### config.mk
export PLATFORM = sky130hd
export DESIGN_NAME = keypress_event_gen
export DESIGN_NICKNAME = d
export VERILOG_FILES = /design/src/rtl/keypress_event_gen.sv
export SDC_FILE = /design/constraint.sdc
export NUM_CORES = 1
export LEC_CHECK = 0
export ABC_AREA = 1
export CORE_UTILIZATION = 60
export CTS_CLUSTER_SIZE = 30
export DETAILED_ROUTE_END_ITERATION = 6
export MAX_ROUTING_LAYER = met4
export PLACE_DENSITY = 0.81
export SETUP_SLACK_MARGIN = 0.4
export SYNTH_ARGS = -nofsm -noshare
export SYNTH_HDL_FRONTEND = slang
export SYNTH_SLANG_ARGS = --single-unit
export TNS_END_PERCENT = 30
### constraint.sdc
create_clock -name clk -period 3.7 [get_ports clk]
set_clock_uncertainty 0.1 [all_clocks]
set_input_delay 0.37 -clock clk [delete_from_list [all_inputs] [get_ports clk]]
set_output_delay 0.37 -clock clk [all_outputs]
set_load 0.005 [all_outputs]
### src/rtl/keypress_event_gen.sv
// keypress_event_gen: turns HID keycode samples into new-press events queued in a FIFO
module keypress_event_gen #(
  parameter int FIFO_DEPTH = 8
) (
  input  logic        clk,
  input  logic        reset,
  input  logic [31:0] keycode,
  input  logic        keycode_valid,
  output logic        busy,
  output logic        event_valid,
  output logic [7:0]  event_code,
  input  logic        event_ready,
  output logic [4:0]  fifo_count,
  output logic        overflow,
  input  logic        overflow_clr
);
  localparam int AW = $clog2(FIFO_DEPTH);
  localparam logic [4:0] DEPTH = 5'(FIFO_DEPTH);
  typedef enum logic {IDLE, SCAN} state_t;
  state_t state;
  logic [31:0] prev, sample;
  logic [3:0] mask, new_mask;
  logic [1:0] lane;
  logic [7:0] mem [FIFO_DEPTH];
  logic [AW-1:0] wr_ptr, rd_ptr;
  logic rollover, push, pop, full, push_ok;
  logic [7:0] lane_code;
  // a lane is new if nonzero, absent from prev, and not a repeat of a lower lane
  always_comb begin
    new_mask = '0;
    rollover = 1'b0;
    for (int i = 0; i < 4; i++) begin
      rollover = rollover | (keycode[8*i +: 8] == 8'h01);
      new_mask[i] = keycode[8*i +: 8] != 8'h00;
      for (int j = 0; j < 4; j++) if (keycode[8*i +: 8] == prev[8*j +: 8]) new_mask[i] = 1'b0;
      for (int j = 0; j < i; j++) if (keycode[8*i +: 8] == keycode[8*j +: 8]) new_mask[i] = 1'b0;
    end
  end
  assign lane_code   = sample[{lane, 3'b000} +: 8];
  assign push        = (state == SCAN) && mask[lane];
  assign event_valid = fifo_count != 5'd0;
  assign pop         = event_valid && event_ready;
  assign full        = fifo_count == DEPTH;
  assign push_ok     = push && (!full || pop);
  assign busy        = state == SCAN;
  assign event_code  = event_valid ? mem[rd_ptr] : 8'h00;
  always_ff @(posedge clk) if (!reset && push_ok) mem[wr_ptr] <= lane_code;
  always_ff @(posedge clk) begin
    if (reset) begin
      state      <= IDLE;
      prev       <= '0;
      sample     <= '0;
      mask       <= '0;
      lane       <= '0;
      wr_ptr     <= '0;
      rd_ptr     <= '0;
      fifo_count <= '0;
      overflow   <= 1'b0;
    end else begin
      if (push_ok) wr_ptr <= wr_ptr + 1'b1;
      if (pop) rd_ptr <= rd_ptr + 1'b1;
      fifo_count <= fifo_count + 5'(push_ok) - 5'(pop);
      overflow   <= (push && full && !pop) || (overflow && !overflow_clr);
      if (state == IDLE) begin
        if (keycode_valid && !rollover) begin
          prev   <= keycode;
          sample <= keycode;
          mask   <= new_mask;
          lane   <= 2'd0;
          state  <= SCAN;
        end
      end else begin
        lane <= lane + 2'd1;
        if (lane == 2'd3) state <= IDLE;
      end
    end
  end
endmodule

==> key figures <==
Status
  – Status: completed

Global route
  – Number of global-route vias before repair: 6068
  – Antenna violations before repair: 0
  – First-pass GRT wire length: 31300 um
  – Largest net degree at the start of global routing: 34
  – GRT Overall Usage: 31.9%
  – GRT overflow: 0

Floorplan
  – Core ar.: around 13000 um2
  – Site Rows: 41
  – Die Span Y: 117 um
  – Die W: approximately 120 um
  – Die footprint: 13600 um2
  – IO Pins: 53
  – Starting Density: 62.0%

STA
  – Final setup TNS: 0 ns
  – Fin. max-slew vios: 0
  – Relative slew slack: 40.6%
  – Final Hold Fails: 0
  – RSZ-0062 raised after global routing: false
  – Final min period: 3.06 ns
  – Final worst slack: around 0.64 ns
  – Post-route clock period utilization: 82.6%
  – Max Clk Rate: 0.327 GHz
  – # setup viols final: 0
  – Final hold slack: 0.385 ns
  – Worst-margin pin slew: 0.888 ns

Clock tree
  – Clk root buf: clkbuf_16
  – H-tree level count: 4
  – Maximum buffer depth of the clock tree: 2
  – Later-pin clock latency in the skew report: 0.41 ns
  – Clk pin slew, worst setup/hold paths: 0.05 ns
  – Post-CTS sizing: 0
  – TritonCTS sink count: 118
  – Post-CTS Setup Bufs: 0
  – Hold Buf Count CTS: 0
  – CTS buffer count: 17
  – CTS tree: yes

Logic synthesis
  – Yosys warnings: 0
  – Post-Synth XOR/XNOR Area: 15.0%
  – Post-synth top cells: nand2_1, nor2_1, xnor2_1
  – Mean post-synth cell area: 7.51 um2
  – Netlist Area Pre-Place: around 8000 um2
  – Seq cells post-synth: around 120
  – Post-Syn Instances: 1050
  – Seq/Total Area, Yosys: 38.1%
  – Share of async-settable or async-resettable flops after synthesis: 0%
  – Synth Area in Simple Gates: 23.9%
  – Top FF cell, synth: edfxtp_1
  – Number of synthesized flops with an enable pin: 64
  – Post-Synth Adder-Cell Area: ~1.8%
  – Synth top area share: 24.4%
  – Syn Nets: roughly 1100
  – Mux cell area share after synthesis: 0%
  – Post-synthesis compound-gate area fraction: about 11%
  – Synth area leaders: edfxtp_1, dfxtp_1, nand2_1, xnor2_1, nor2_1
  – Largest family of logic cells by synthesized area: simple AND/OR/NAND/NOR gates
  – Area leader, netlist: edfxtp_1
  – Most frequent cell after synthesis: nand2_1
  – Distinct cells, synth: 35

Placement
  – Setup WS pre-CTS: 0.700 ns
  – DP Wirelength: roughly 14000 um
  – Cells after DPL: 1214
  – Final Wtd Congestion: 0.948
  – Port Buffers: 52

Power
  – Static leakage: roughly 3.6 nW
  – Max rail drop VDD: 0.411 mV
  – Total power of the final layout: 4.49 mW
  – Power density cells: approximately 510 nW/um2

Setup path
  – Crit-path most repeated cell: nor2_1
  – Arrival time worst endpoint: 2.59 ns
  – Worst path top cell family by delay: buffers and inverters
  – Slowest CP cell: clkdlybuf4s50_1
  – Worst path bufs/invs: 3
  – CP required: between 3 and 4 ns
  – Crit path launch type: flop
  – Crit-path cells: inv_1 > buf_4 > nor2_1 > o32ai_1 > o21ai_0 > nor2_1 > clkdlybuf4s50_1
  – Max FO, Critical Path: 17
  – Critical path class: reg -> out
  – CP max stage delay: 0.51 ns
  – Crit. End Element: output pin

Hold path
  – Worst Hold Class: reg -> reg

Route
  – Per-cell routed wire length: 16.0 um
  – Routed WL: 19900 um
  – DRC: 0
  – Post-route ant nets: 0
  – Detailed Route Iter0 Violations: about 900
  – Via count: 6765
  – Drt pass-1 iters: 5
  – DR vias/cell: approximately 5.4

Layout
  – Ant diodes: 0
  – Final Net Count: between 1000 and 1500
  – Layout cells sized above 1: 8.29%
  – Non-Filler Instances: 1246
  – Area Growth Syn to Fin: 12.4%

Run
  – Max-cap violations: 0
## layer usage
| metal | track usage [%] | part of all wire, % |
|---|---|---|
| met4 | 16.3 | 3.8 |
| met2 | 49.5 | 48 |
| met1 | 39.6 | 40 |
| met3 | 6.33 | 8.3 |
| met5 | - | 0 |
## path summary, 6_finish.rpt
| kind | from | endpoint | slack, ns | cells after the start |
|---|---|---|---|---|
| setup reg to reg | fifo_count[3]$_SDFF_PP0_ | fifo_count[4]$_SDFF_PP0_ | 0.68 | 14 |
| setup / recovery | flop | event_code[3] | 0.64 | 7 |
| hold / removal | rd_ptr[0]$_SDFFE_PP0N_ | rd_ptr[0]$_SDFFE_PP0N_ | 0.38 | 1 |
| hold reg to reg | rd_ptr[0]$_SDFFE_PP0N_ | rd_ptr[0]$_SDFFE_PP0N_ | 0.38 | 1 |
## cell usage in the layout, fill, tap and decap left out, types with 3 or more instances in the layout
cell             synthesis  layout
o21ai_1                 13      13
inv_1                   63      63
nand3_1                 12      12
nor3_1                   7       7
xnor2_1                102     102
dfxtp_1                 54      54
edfxtp_1                64      64
nand2_2                  6       6
or2_2                    3       3
o32ai_1                 16      16
nor2_1                 150     150
o21ai_0                 50      50
a21oi_2                  4       4
clkbuf_16                0      17
clkbuf_1                32       4
clkinv_2                 1       3
xor2_1                  33      33
nand2_1                276     276
a21oi_1                 63      63
nand4_1                  7       7
inv_2                   11      11
nor2_2                   5       5
clkdlybuf4s50_1          0      52
o22ai_1                  3       3
ha_1                    10      10
buf_4                   22      27
## state kept, by name (all words and copies together) (netlist names), named ones only
name / count
rd_ptr: 3
fifo_count: 5
wr_ptr: 3
overflow: 1
mask: 4
sample: 32
busy: 1
mem: 64
lane: 2
## metrics by stage
stage	utilization [%]	instance area, um2
finish	69.7	8860
global route	69.7	8860
CTS	69.7	8860
detailed placement	65.2	8290
global placement	65.2	8290
floorplan	-	7880
## power breakdown
group | total, mW | switching [mW] | leakage [nW] | internal [mW]
Clock | 1.58 | 0.563 | 0.276 | 1.02
Combinational | 1.29 | 0.712 | 2.27 | 0.574
Sequential | 1.62 | 0.137 | 1.03 | 1.48
## final cells by class
class	instances	area, um2
timing repair buffer	79	723
multi-input combinational	769	4060
inverter	76	289
fill	1030	3860
tap	172	215
sequential	118	3000
clock buffer	23	468
clock inverter	9	103
## cell families (layout without fill, tap and decap cells)
| family | Yosys count | in the layout |
|---|---|---|
| fa+ha+maj | 11 | 11 |
| flops | 118 | 118 |
| compound gates | 152 | 152 |
| simple gates | 471 | 471 |
| xor+xnor | 135 | 135 |
| buf+inv | 163 | 187 |
(Power assumes the default switching activity.)
